File: src/rtl/register_status_table.sv
// Register status table: per architectural register, the reservation-station tag that will
// produce its next value (0 = ready). Optional macro CDB_BYPASS_EN forwards same-cycle completions to source lookups.
module register_status_table #(
    parameter int TAG_W = 4,
    parameter int IDX_W = 2
) (
    input  logic             clk,
    input  logic             rst,
    input  logic             flush,
    input  logic             iss1_valid,
    input  logic [IDX_W-1:0] iss1_dst,
    input  logic [TAG_W-1:0] iss1_tag,
    input  logic [IDX_W-1:0] iss1_src_a,
    input  logic [IDX_W-1:0] iss1_src_b,
    input  logic             iss2_valid,
    input  logic [IDX_W-1:0] iss2_dst,
    input  logic [TAG_W-1:0] iss2_tag,
    input  logic [IDX_W-1:0] iss2_src_a,
    input  logic [IDX_W-1:0] iss2_src_b,
    input  logic [TAG_W-1:0] add_done_tag,
    input  logic [TAG_W-1:0] mult_done_tag,
    input  logic [TAG_W-1:0] fetch_done_tag,
    output logic [TAG_W-1:0] reg1_status_table,
    output logic [TAG_W-1:0] reg2_status_table,
    output logic [TAG_W-1:0] reg3_status_table,
    output logic [TAG_W-1:0] reg4_status_table,
    output logic [TAG_W-1:0] iss1_qa,
    output logic [TAG_W-1:0] iss1_qb,
    output logic [TAG_W-1:0] iss2_qa,
    output logic [TAG_W-1:0] iss2_qb,
    output logic [2:0]       pending_cnt
);

    localparam int NREG = 1 << IDX_W;

    logic [TAG_W-1:0] entry_q [NREG];
    logic [TAG_W-1:0] entry_d [NREG];
    logic [2:0]       cnt_q;
    logic [2:0]       cnt_d;

    function automatic logic done_match(input logic [TAG_W-1:0] tag);
        return (tag != '0) &&
               (tag == add_done_tag || tag == mult_done_tag || tag == fetch_done_tag);
    endfunction

    // Later assignments win: clear, then older issue, then younger issue (WAW).
    always_comb begin
        // NOTE: every always_comb output gets a default first so no path can infer a latch.
        cnt_d = '0;
        for (int i = 0; i < NREG; i++) begin
            entry_d[i] = entry_q[i];
            if (done_match(entry_q[i]))
                entry_d[i] = '0;
            if (iss1_valid && iss1_dst == IDX_W'(i))
                entry_d[i] = iss1_tag;
            if (iss2_valid && iss2_dst == IDX_W'(i))
                entry_d[i] = iss2_tag;
            if (flush)
                entry_d[i] = '0;
            if (entry_d[i] != '0)
                cnt_d = cnt_d + 3'd1;
        end
    end

    always_ff @(posedge clk or posedge rst) begin
        if (rst) begin
            for (int i = 0; i < NREG; i++)
                entry_q[i] <= '0;
            cnt_q <= '0;
        end else begin
            // NOTE: state registers use non-blocking assignment so every flop samples pre-edge values.
            for (int i = 0; i < NREG; i++)
                entry_q[i] <= entry_d[i];
            cnt_q <= cnt_d;
        end
    end

    function automatic logic [TAG_W-1:0] lookup(input logic [IDX_W-1:0] src);
`ifdef CDB_BYPASS_EN
        return done_match(entry_q[src]) ? '0 : entry_q[src];
`else
        return entry_q[src];
`endif
    endfunction

    // Instruction2 sees instruction1's destination before it reaches the table.
    function automatic logic [TAG_W-1:0] lookup2(input logic [IDX_W-1:0] src);
        return (iss1_valid && iss1_dst == src) ? iss1_tag : lookup(src);
    endfunction

    assign iss1_qa = lookup(iss1_src_a);
    assign iss1_qb = lookup(iss1_src_b);
    assign iss2_qa = lookup2(iss2_src_a);
    assign iss2_qb = lookup2(iss2_src_b);

    assign reg1_status_table = entry_q[0];
    assign reg2_status_table = entry_q[1];
    assign reg3_status_table = entry_q[2];
    assign reg4_status_table = entry_q[3];
    assign pending_cnt       = cnt_q;

endmodule

File: config.mk
export PLATFORM = sky130hd
export DESIGN_NAME = register_status_table
export DESIGN_NICKNAME = d
export VERILOG_FILES = /design/src/rtl/register_status_table.sv
export SDC_FILE = /design/constraint.sdc
export NUM_CORES = 1
export LEC_CHECK = 0
export CAP_MARGIN = 20
export CORE_MARGIN = 2
export CORE_UTILIZATION = 52
export CTS_BUF_LIST = sky130_fd_sc_hd__clkbuf_4
export DETAILED_ROUTE_END_ITERATION = 16
export PLACE_DENSITY = 0.95
export REMOVE_ABC_BUFFERS = 1
export SYNTH_ARGS = -nofsm -noshare
export SYNTH_HDL_FRONTEND = slang
export SYNTH_SLANG_ARGS = --single-unit
File: constraint.sdc
create_clock -name clk -period 7.75 [get_ports clk]
set_input_delay 1.55 -clock clk [delete_from_list [all_inputs] [get_ports clk]]
set_output_delay 1.55 -clock clk [all_outputs]
set_load 0.01 [all_outputs]
* After elaboration in Yosys (flattened, before gate mapping)
Cells that the tools add are included.
** Word-level totals
- Register bits after elaboration :: 19
- Bits of input ports :: 37
- Output and inout bits :: 35
- Word-level logic and storage cells :: 102
** Cells by class
- Add/sub/neg operators :: 3
- $lt $le $gt $ge :: 4
- Equal/unequal tests :: 20
- Mux-type cells :: 34
- Bitwise operators :: 4
- Reductions and logical operators :: 32
** Operators with widths (number)
- two-way mux 4 bit :: 26
- == test 4 bit :: 12
- binary-select mux 4 bit (select 2 bit) :: 4
- nonzero test 4 bit :: 8
- logical AND 1 bit :: 14
- >= comparator 3 bit, second input constant :: 4
- inverter 2 -> 3 bit :: 4
- adder 3 x 1 -> 3 bit, second input constant :: 3
- two-way mux 3 bit :: 3
- == test 2 bit, second input constant :: 4
- logical OR 1 bit :: 8
- == test 2 x 1 -> 1 bit, second input constant :: 2
- == test 2 bit :: 2
- zero test 2 bit :: 2
- two-way mux 1 bit :: 1

* Logic depth before layout (Yosys ltp)
Gate-level depths: netlist (run 1).
- Depth after elaboration :: 16
- Mapped depth :: 14

* Least setup slack after synthesis (run 1)
OpenSTA, ideal clock, no wires.
- Path type :: in2out
- Start point :: in iss2_src_a[0]
- End point :: out iss2_qa[3]
- Arrival :: 2675 ps
- Required time :: 6200 ps
- Path slack :: 3525 ps
- Stages on the path :: 3
- Cell sequence :: clkbuf_1 > mux4_1 > mux2_2
** Between the ends
- Longest elaborated chain between the ends :: 5
- Elaborated cells on any way between the ends :: 7
- Classes of those cells :: eq/ne: 1; mux: 4; bitwise: 1; reduce/logical: 1
** Ends and longest elaborated chain
- from (decl) :: line 18 : input logic [IDX_W-1:0] iss2_src_a,
- inverter 2 -> 3 bit (implied by the code) :: line 82 : return entry_q[src];
- binary-select mux 4 bit (select 2 bit) :: line 82
- two-way mux 4 bit (implied by the code) (2 in series) :: line 82
- two-way mux 4 bit (*) :: line 88 : return (iss1_valid && iss1_dst == src) ? iss1_tag : lookup(src);
- to (decl) :: line 29 : output logic [TAG_W-1:0] iss2_qa,
Every way passes the cells marked *; elsewhere a longest branch is shown, timed or not. The select of a mux whose other input is x is not followed.

* Final worst setup path (run 1)
- Start point :: in iss2_src_b[0]
- End point :: out iss2_qb[3]
** Between the ends
- Longest elaborated chain between the ends :: 5
- Elaborated cells on any way between the ends :: 7
- Classes of those cells :: eq/ne: 1; mux: 4; bitwise: 1; reduce/logical: 1
** Ends and longest elaborated chain
- from (decl) :: line 19 : input logic [IDX_W-1:0] iss2_src_b,
- inverter 2 -> 3 bit (implied by the code) :: line 82
- binary-select mux 4 bit (select 2 bit) :: line 82
- two-way mux 4 bit (implied by the code) (2 in series) :: line 82
- two-way mux 4 bit (*) :: line 88
- to (decl) :: line 30 : output logic [TAG_W-1:0] iss2_qb,
Marks and branches as above.

==> summary.md, run 1 <==
| Metric | Value |
|---|---|
| Fraction of the yosys area taken by sequential cells | 21.26% |
| Top cells by area, synth | dfrtp_1, xor2_1, mux4_2 |
| Minimum clock period after layout | 5.101 ns |
| Crit-path slowest cell | clkdlybuf4s50_1 |
| Root Buffer | clkbuf_4 |
| Worst Path Class, Setup | in -> out |
| GP Congestion | 0.9664 |
| Fin crit share | 65.82% |
| Core area | 4058 um2 |
| Worst VDD drop | 148.3 uV |
| Post-layout nets | 334 |
| Vias in the first global route | 2078 |
| PD cells | 124.8 nW/um2 |
| Final setup violation count | 0 |
| DR vias/cell | 6.102 |
| Number of enable flip-flop cells after synthesis | 0 |
| N_diodes | 0 |
| CTS tree | yes |
| Worst setup EP type | output port |
| Top FF cell, synth | dfrtp_1 |
| Fill cells | 301 |
| Max stage delay on crit path | 0.67 ns |
| Die W | 69.57 um |
| Count leader, synth | xor2_1 |
| PortBufs | 71 |
| Boundary pin count | 72 |
| Leak Pwr | 1.260 nW |
| First-pass GRT wire length | 10.29 mm |
| Setup crit start kind | primary input |
| DP HPWL | 5.031 mm |
| Clock buffer depth | 2 |
| Clock-pin slew on the worst setup and hold paths | 0.10 ns |
| Clock insertion delay at the later pin of the skew report | 0.31 ns |
| CTS buffer count | 3 |
| Via count | 2093 |
| Synth-to-layout area growth | 30.67% |
| WL per Instance | 18.49 um |
| Worst Reg-to-Reg Cells | 11 |
| Slew headroom | 49.51% |
| Post-route ant nets | 0 |
| Pins over their slew limit | 0 |
| Design Power | 0.3646 mW |
| CTS Hold Bufs | 0 |
| Die Y | 69.57 um |
| Crit path required time | 6.20 ns |
| Starting Density | 55.10% |
| Hold depth | 3 |
| Total Wirelength | 6.343 mm |
| Cell Chain, Critical Path | clkdlybuf4s50_1, mux4_1, mux2_2, clkdlybuf4s50_1 |
| R2r setup slk | 4.18 ns |
| Max cap viols | 0 |
| RSZ-0062 raised after global routing | no |
| Fmax | 0.1961 GHz |
| Overflow left after global routing | 0 |
| Fraction of registers with async set/reset | 100.0% |
| Syn Area/Cell | 9.316 um2 |
| Status | finished, final reports clean |
| Clock tree sinks | 19 |
| Setup tns final | 0 ns |
| Yosys reg bits | 19 |
| Layout cell share with drive strength beyond 1 | 9.215% |
| Post-CTS resize count | 0 |
| Top post-synthesis cells by count | xor2_1, nor2_1, nor4_1, nand2_1, dfrtp_1 |
| GRT Total Usage | 26.57% |
| Post-synthesis cell type count | 29 |
| Initial DRC Count | 157 |
| Mapped Area | 2236 um2 |
| DR pass1 iterations | 4 |
| Largest net degree at the start of global routing | 20 |
| Critical path's most frequent cell | clkdlybuf4s50_1 |
| Post-route DRC violation count | 0 |
| Top-area cell type share of the netlist area | 21.26% |
| Fin. Hold Viols | 0 |
| Full die area | 4840 um2 |
| Final clock skew | 0.001146 ns |
| FP Rows | 23 |
| Crit Path Max Fanout | 5 |
| Worst Hold Class | reg -> reg |
| H-tree depth | 1 |
| Arr. time, crit path | 3.55 ns |
| Slew @ Worst Pin | 0.7505 ns |
| Cells after synthesis | 240 |
| Synth area leader | dfrtp_1 |
| Setup bufs post-CTS | 0 |
| Yosys warning count | 0 |
| Initial antenna violation count | 0 |
==> registers in the layout, indices dropped and copies added (netlist names) <==
signal	cells
reg1_status_table	4
reg2_status_table	4
pending_cnt	3
reg4_status_table	4
reg3_status_table	4
==> metal layers <==
metal,track usage [%],part of all wire (%)
met1,32.77,40
met2,47.33,51
met3,2.762,6.7
met4,10.68,2.6
met5,0,0
==> final timing paths <==
kind	from	to
min	reg4_status_table[3]	reg4_status_table[3]
max	iss2_src_b[0]	iss2_qb[3]
max reg2reg	reg2_status_table[1]	pending_cnt[1]
max in group asynchronous	rst	reg4_status_table[1]
min reg2reg	reg4_status_table[3]	reg4_status_table[3]
min in group asynchronous	rst	reg1_status_table[0]
==> cells in the final DEF, fill, tap and decap left out <==
master,n
or4_1,2
and3b_1,2
nand2_1,21
mux2_1,1
xor2_1,47
nand3b_1,3
nand3_1,4
or4_4,1
and3_1,1
mux4_1,4
inv_1,8
clkbuf_4,3
or3b_2,1
nor3b_1,1
dfrtp_1,19
nor4_1,22
mux2_2,8
ha_1,3
clkinv_2,1
nor2_1,24
a22oi_1,8
o21a_1,8
a211oi_1,8
mux4_2,12
mux2i_2,1
clkdlybuf4s50_1,71
xnor2_1,8
a41o_1,1
==> power by group <==
| group | internal (mW) | total (mW) | switching, mW |
|---|---|---|---|
| logic | 0.103 | 0.182 | 0.0791 |
| clock network | 0.0193 | 0.0506 | 0.0313 |
| registers | 0.111 | 0.132 | 0.0211 |
| total | 0.233 | 0.365 | 0.132 |
==> cells by family after synthesis <==
kind of cell | share of synthesized area (%)
compound gates | 8.506
xor+xnor | 21.54
fa+ha+maj | 1.679
buf+inv | 6.491
flops | 21.26
mux | 21.94
simple gates | 18.58
==> layout make-up <==
class,instances,area [um2],area share (%)
Clock buffer,3,22.52,0.7709
Clock inverter,1,5.005,0.1713
Inverter,8,30.03,1.028
Multi-Input combinational cell,191,1615,55.29
Sequential cell,19,475.5,16.27
Tap cell,50,62.56,2.141
Timing Repair Buffer,71,710.7,24.33
==> worst max-delay path: cells and delay by family <==
kind / cells / cell delay (ns)
buffers and inverters: 2 / 1.15
multiplexers: 2 / 0.86
==> through the flow <==
stage          cell area [um2]  hold WS, ns  setup WS, ns  cells  util [%]
3_5_place_dp              2894       0.8798         2.638    339     71.32
2_1_floorplan             2121       0.7812         3.721    218         -
5_1_grt                   2922       0.9445         2.586    343     72.00
6_report                  2922       0.9080         2.649    343     72.00
4_1_cts                   2922       0.9004         2.641    343     72.00
3_3_place_gp              2894       0.8723         2.662    339     71.32
Power figures use the tool's default switching activity.
==> run 2, diff against run 1 <==
CORE_UTILIZATION = 48   (was 52)
PLACE_DENSITY = 0.9   (was 0.95)
clock period = 4.75 ns   (was 7.75 ns; I/O delays follow)
==> run 2 against run 1 <==
Clock skew about the same; via count up 2.3%; setup slack worse by 2.0 ns; clock power up 57%; register-to-register slack worse by 2.9 ns; power up 63%; cell count up 0.87%; wire length up 1.7%; hold slack worse by 0.016 ns; critical path depth up 7; largest cell class unchanged.
==> summary.md, run 2 (synthesis results as in run 1) <==
| Metric | Value |
|---|---|
| Starting Density | 50.65% (was 55.10%) |
| Overflow left after global routing | 0 (unchanged) |
| Max stage delay on crit path | 0.62 ns (was 0.67 ns) |
| Core area | 4414 um2 (was 4058 um2) |
| WL per Instance | 18.65 um (was 18.49 um) |
| Crit path required time | 4.93 ns (was 6.20 ns) |
| Crit-path slowest cell | clkdlybuf4s50_1 (unchanged) |
| CTS tree | yes (unchanged) |
| GP Congestion | 0.9435 (was 0.9664) |
| Boundary pin count | 72 (unchanged) |
| Non-filler cells, final | 346 (was 343) |
| Family with the most delay on the worst path | simple AND/OR/NAND/NOR gates (was buffers and inverters) |
| FP Rows | 24 (was 23) |
| Final setup violation count | 0 (unchanged) |
| Initial antenna violation count | 0 (unchanged) |
| DR vias/cell | 6.191 (was 6.102) |
| Design Power | 0.5930 mW (was 0.3646 mW) |
| Most common cell after layout, fill and taps aside | clkdlybuf4s50_1 (unchanged) |
| Worst setup EP type | flop (was output port) |
| Met3 wire len | 763 um (was 425 um) |
| Fill cells | 353 (was 301) |
| Cell Chain, Critical Path | clkdlybuf4s50_1, nor3b_1, buf_4, nor4_1, a22oi_1, a211oi_1, nor4_1, ha_1, xor2_1, ha_1, mux2_1 (was clkdlybuf4s50_1, mux4_1, mux2_2, clkdlybuf4s50_1) |
| Leak Pwr | 1.265 nW (was 1.260 nW) |
| Clock buffer depth | 2 (unchanged) |
| Hold_ws | 0.8917 ns (was 0.9080 ns) |
| DR pass1 iterations | 4 (unchanged) |
| Met2 wire length | 3.027 mm (was 3.236 mm) |
| Die W | 72.25 um (was 69.57 um) |
| Worst Reg-to-Reg Cells | 10 (was 11) |
| Pins over their slew limit | 0 (unchanged) |
| Via count | 2142 (was 2093) |
| Minimum clock period after layout | 4.116 ns |
| Setup tns final | 0 ns (unchanged) |
| Fin. Hold Viols | 0 (unchanged) |
| N_diodes | 0 (unchanged) |
| Vias in the first global route | 2161 (was 2078) |
| Synth-to-layout area growth | 31.11% (was 30.67%) |
| Slew @ Worst Pin | 0.7077 ns (was 0.7505 ns) |
| Crit Path Max Fanout | 7 (was 5) |
| Placed Area | 2904 um2 (was 2894 um2) |
| H-tree depth | 1 (unchanged) |
| CTS buffer count | 3 (unchanged) |
| Final instance area | 2932 um2 (was 2922 um2) |
| Final clock skew | 0.0009249 ns (was 0.001146 ns) |
| Setup crit start kind | primary input (unchanged) |
| Total Wirelength | 6.452 mm (was 6.343 mm) |
| Arr. time, crit path | 4.30 ns (was 3.55 ns) |
| Highest metal used | met4 (unchanged) |
| CTS Hold Bufs | 0 (unchanged) |
| Fin crit share | 86.64% |
| First-pass GRT wire length | 10.49 mm (was 10.29 mm) |
| WP buf/inv | 2 (unchanged) |
| Clock tree sinks | 19 (unchanged) |
| PD cells | 202.3 nW/um2 (was 124.8 nW/um2) |
| Hold depth | 2 (was 3) |
| Initial DRC Count | 220 (was 157) |
| Post-CTS resize count | 0 (unchanged) |
| Worst Hold Class | reg -> reg (unchanged) |
| Full die area | 5220 um2 (was 4840 um2) |
| Fmax | 0.2430 GHz |
| Post-route ant nets | 0 (unchanged) |
| Largest net degree at the start of global routing | 20 (unchanged) |
| PortBufs | 71 (unchanged) |
| Post-route DRC violation count | 0 (unchanged) |
| Clock-pin slew on the worst setup and hold paths | 0.10 ns (about the same) |
| Setup bufs post-CTS | 0 (unchanged) |
| Die Y | 72.25 um (was 69.57 um) |
| Max cap viols | 0 (unchanged) |
| RSZ-0062 raised after global routing | no (unchanged) |
| Area of the multi-input gates | 1615 um2 (unchanged) |
| Status | finished, final reports clean (unchanged) |
| GRT Total Usage | 25.82% (was 26.57%) |
| Clock insertion delay at the later pin of the skew report | 0.29 ns (was 0.31 ns) |
| DP HPWL | 5.019 mm (was 5.031 mm) |
| Register area | 475.5 um2 (unchanged) |
| Most frequent cells in the layout | clkdlybuf4s50_1, xor2_1, nor2_1 (unchanged) |
| Placed insts | 342 (was 339) |
| M1 wire length | 2.500 mm (was 2.515 mm) |
| Worst VDD drop | 162.9 uV (was 148.3 uV) |
| Post-layout nets | 335 (was 334) |
| Root Buffer | clkbuf_4 (unchanged) |
| Worst Path Class, Setup | in -> reg (was in -> out) |
| Slew headroom | 52.39% (was 49.51%) |
| Layout cell share with drive strength beyond 1 | 9.524% (was 9.215%) |
| Crit path depth | 11 (was 4) |
## run 2: cell types whose count changed in the layout (fill, tap and decap cells not counted), sizes merged
cell,delta
buf,+1
## run 2: path summary, 6_finish.rpt
path                                      startpoint  slack [ns]                   end
worst max-delay path                     iss1_dst[1]        0.63        pending_cnt[1]
worst min-delay path            reg2_status_table[2]        0.89  reg2_status_table[2]
worst max register to register  reg1_status_table[2]        1.31        pending_cnt[1]
worst min register to register  reg2_status_table[2]        0.89  reg2_status_table[2]
max in group asynchronous                        rst        3.25  reg1_status_table[0]
min in group asynchronous                        rst        1.06  reg4_status_table[2]
## run 2: worst register-to-register path, stage by stage, from the launching register on
cell and delay, ns:
dfrtp_1 0.58, xor2_1 0.23, nor4_1 0.09, nor4_1 0.59, a22oi_1 0.18, a211oi_1 0.40
nor4_1 0.13, ha_1 0.34, xor2_1 0.23, ha_1 0.26, mux2_1 0.30
## run 2: per-stage QoR
step / worst slack (ns) / utilization (%)
2_1_floorplan: 1.321 / -
3_3_place_gp: 0.4587 / 65.79
3_5_place_dp: 0.3334 / 65.79
4_1_cts: 0.6690 / 66.41
5_1_grt: 0.4312 / 66.41
6_report: 0.6345 / 66.41
## run 2: report_power, final
group / internal, mW / switching (mW)
clock network: 0.0313 / 0.0480
registers: 0.181 / 0.0349
logic: 0.168 / 0.130
## run 2: area by class of cell
class / instances / share of cell area (%)
clock buffers: 3 / 0.7682
clock inverters: 1 / 0.1707
inverters: 8 / 1.024
multi-input cells: 191 / 55.10
flip-flops and latches: 19 / 16.22
well taps: 52 / 2.219
repair buffers: 72 / 24.50
## run 2: layer usage
layer  track usage [%]  vias to the layer above
met4             11.11                        0
met5                 0                        -
met2             42.41                      136
met1             35.09                     1017
met3             2.083                       13
li1                  -                      976
==> run 3, diff against run 2 <==
ABC_CLOCK_PERIOD_IN_PS = 4750   (was not set)
CORE_UTILIZATION = 67   (was 48)
DONT_BUFFER_PORTS = 1   (was not set)
==> run 3 against run 2 <==
Sequential share of layout area rose by 5.4 points; sequential power grew 5%; power decreased by 19%; clock-buffer cell count is the same; critical path type is now reg -> reg; non-clock buffer count shrank 72; clock power up 3.9%; combinational power is 43% lower; wire length decreased by 9.7%.
==> summary.md, run 3 (synthesis results as in run 1) <==
| Metric | Value |
|---|---|
| Setup tns final | 0 ns (unchanged) |
| Vias in the first global route | 1761 (was 2161) |
| Net switching power | 0.1775 mW (was 0.2129 mW) |
| Post-layout nets | 263 (was 335) |
| H-tree depth | 1 (unchanged) |
| Worst setup startpoint | reg2_status_table[0] (was iss1_dst[1]) |
| PortBufs | 0 (was 71) |
| Combinational Power Share | 35.5% (was 50.3%) |
| CTS Hold Bufs | 0 (unchanged) |
| DP HPWL | 4.439 mm (was 5.019 mm) |
| Sw Share | 37.07% (was 35.91%) |
| GRT Total Usage | 30.31% (was 25.82%) |
| Worst Path Class, Setup | reg -> reg (was in -> reg) |
| FP Rows | 20 (was 24) |
| Pins over their slew limit | 0 (unchanged) |
| Boundary pin count | 72 (unchanged) |
| Clock power share | 17.2% (was 13.4%) |
| Initial DRC Count | 157 (was 220) |
| Post-route DRC violation count | 0 (unchanged) |
| Fin crit share | 75.46% (was 86.64%) |
| Worst Hold Class | in -> async (was reg -> reg) |
| Post-route ant nets | 0 (unchanged) |
| Setup bufs post-CTS | 0 (unchanged) |
| Int Pwr | 0.3014 mW (was 0.3801 mW) |
| Crit path capture | pending_cnt[1] (unchanged) |
| Minimum clock period after layout | 3.584 ns (was 4.116 ns) |
| Worst setup EP type | flop (unchanged) |
| Clock-pin slew on the worst setup and hold paths | 0.11 ns (was 0.10 ns) |
| Slew headroom | 49.46% (was 52.39%) |
| Total Wirelength | 5.828 mm (was 6.452 mm) |
| Clock buffer depth | 2 (unchanged) |
| Layout cell share with drive strength beyond 1 | 12.16% (was 9.524%) |
| CTS buffer count | 3 (unchanged) |
| Reg-to-Reg End | pending_cnt[1] (unchanged) |
| Largest net degree at the start of global routing | 20 (unchanged) |
| First-pass GRT wire length | 8.424 mm (was 10.49 mm) |
| Most frequent cells in the layout | xor2_1, nor2_1, nor4_1 (was clkdlybuf4s50_1, xor2_1, nor2_1) |
| Final clock skew | 0.004677 ns (was 0.0009249 ns) |
| Full die area | 3816 um2 (was 5220 um2) |
| DR vias/cell | 7.113 (was 6.191) |
| Core area | 3103 um2 (was 4414 um2) |
| Initial antenna violation count | 0 (unchanged) |
| Crit path required time | 4.94 ns (was 4.93 ns) |
| R2r setup slk | 1.17 ns (was 1.31 ns) |
| Final setup violation count | 0 (unchanged) |
| Leak Pwr | 0.9951 nW (was 1.265 nW) |
| Via count | 1892 (was 2142) |
| Worst Reg-to-Reg Cells | 11 (was 10) |
| Non-filler cells, final | 266 (was 346) |
| Synth-to-layout area growth | -1.455% (was 31.11%) |
| DR pass1 iterations | 5 (was 4) |
| Worst VDD drop | 188.8 uV (was 162.9 uV) |
| Status | finished, final reports clean (unchanged) |
| Setup crit start kind | flop (was primary input) |
| Max cap viols | 0 (unchanged) |
| Arr. time, crit path | 3.78 ns (was 4.30 ns) |
| WL per Instance | 21.91 um (was 18.65 um) |
| PD cells | 217.4 nW/um2 (was 202.3 nW/um2) |
| Post-CTS resize count | 0 (unchanged) |
| GP Congestion | 0.8878 (was 0.9435) |
| Clock insertion delay at the later pin of the skew report | 0.30 ns (was 0.29 ns) |
| CTS tree | yes (unchanged) |
| Die Y | 61.77 um (was 72.25 um) |
| Placed insts | 262 (was 342) |
| Die W | 61.77 um (was 72.25 um) |
| Overflow left after global routing | 0 (unchanged) |
| Sequential Power Share | 47.3% (was 36.3%) |
| Slew @ Worst Pin | 0.7511 ns (was 0.7077 ns) |
| N_diodes | 0 (unchanged) |
| Fin. Hold Viols | 0 (unchanged) |
| Starting Density | 72.06% (was 50.65%) |
| Clock tree sinks | 19 (unchanged) |
| RSZ-0062 raised after global routing | no (unchanged) |
| Root Buffer | clkbuf_4 (unchanged) |
| Crit Path Max Fanout | 9 (was 7) |
| Fmax | 0.2790 GHz (was 0.2430 GHz) |
| Most common cell after layout, fill and taps aside | xor2_1 (was clkdlybuf4s50_1) |
| Worst reg2reg path startpoint | reg2_status_table[0] (was reg1_status_table[2]) |
-- run 3: layout make-up --
class,count,area (um2)
Clock buffer,3,22.52
Clock inverter,1,5.005
Fill cell,229,899.6
Inverter,8,30.03
Multi-Input combinational cell,191,1615
Sequential cell,19,475.5
Tap cell,44,55.05
-- run 3: power groups by stage --
stage | Clock [mW] | Combinational [mW] | Sequential, mW
2_1_floorplan | 0 | 0.146 | 0.216
3_3_place_gp | 0 | 0.162 | 0.228
3_5_place_dp | 0 | 0.169 | 0.229
4_1_cts | 0.0814 | 0.171 | 0.225
5_1_grt | 0.0880 | 0.191 | 0.229
6_report | 0.0824 | 0.170 | 0.227
-- run 3: worst min-delay path by stage --
stage / to / startpoint / cells past startpoint / slack, ns
after floorplan: reg2_status_table[3] / reg2_status_table[3] / 2 / 0.78
after global placement: reg1_status_table[2] / reg1_status_table[2] / 2 / 0.89
after detailed placement: reg1_status_table[2] / reg1_status_table[2] / 2 / 0.88
after CTS: reg4_status_table[0] / rst / 1 / 0.66
after global routing: reg4_status_table[0] / rst / 1 / 0.70
final: reg2_status_table[1] / rst / 1 / 0.63
-- run 3: critical path, stage by stage (launching register included) --
cell and delay (ns):
dfrtp_1 0.67, xor2_1 0.19, nor4_1 0.09, nor4_1 0.67
a22oi_1 0.14, a211oi_1 0.40, or4_1 0.20, inv_1 0.05
ha_1 0.29, xor2_1 0.23, ha_1 0.26, mux2_1 0.29
-- run 3: metal layers --
| layer | GRT usage (%) | vias up | routed length, um | part of all wire (%) |
|---|---|---|---|---|
| met5 | 0 | - | 0 | 0 |
| met4 | 9.119 | 0 | 105 | 1.8 |
| met3 | 4.348 | 14 | 705 | 12 |
| met2 | 51.13 | 128 | 2776 | 48 |
| met1 | 40.72 | 920 | 2241 | 38 |
| li1 | - | 830 | - | - |
-- run 3: stage by stage --
step           cell area, um2  hold slack, ns  setup WS, ns  power (mW)  utilization, %
5_1_grt                  2203          0.6977        0.9839      0.5082           71.01
6_report                 2203          0.6294         1.166      0.4789           71.01
3_5_place_dp             2176          0.8779        0.9737      0.3973           70.12
2_1_floorplan            2121          0.7812         1.321      0.3622               -
3_3_place_gp             2176          0.8873         1.053      0.3906           70.12
4_1_cts                  2203          0.6639         1.232      0.4772           71.01
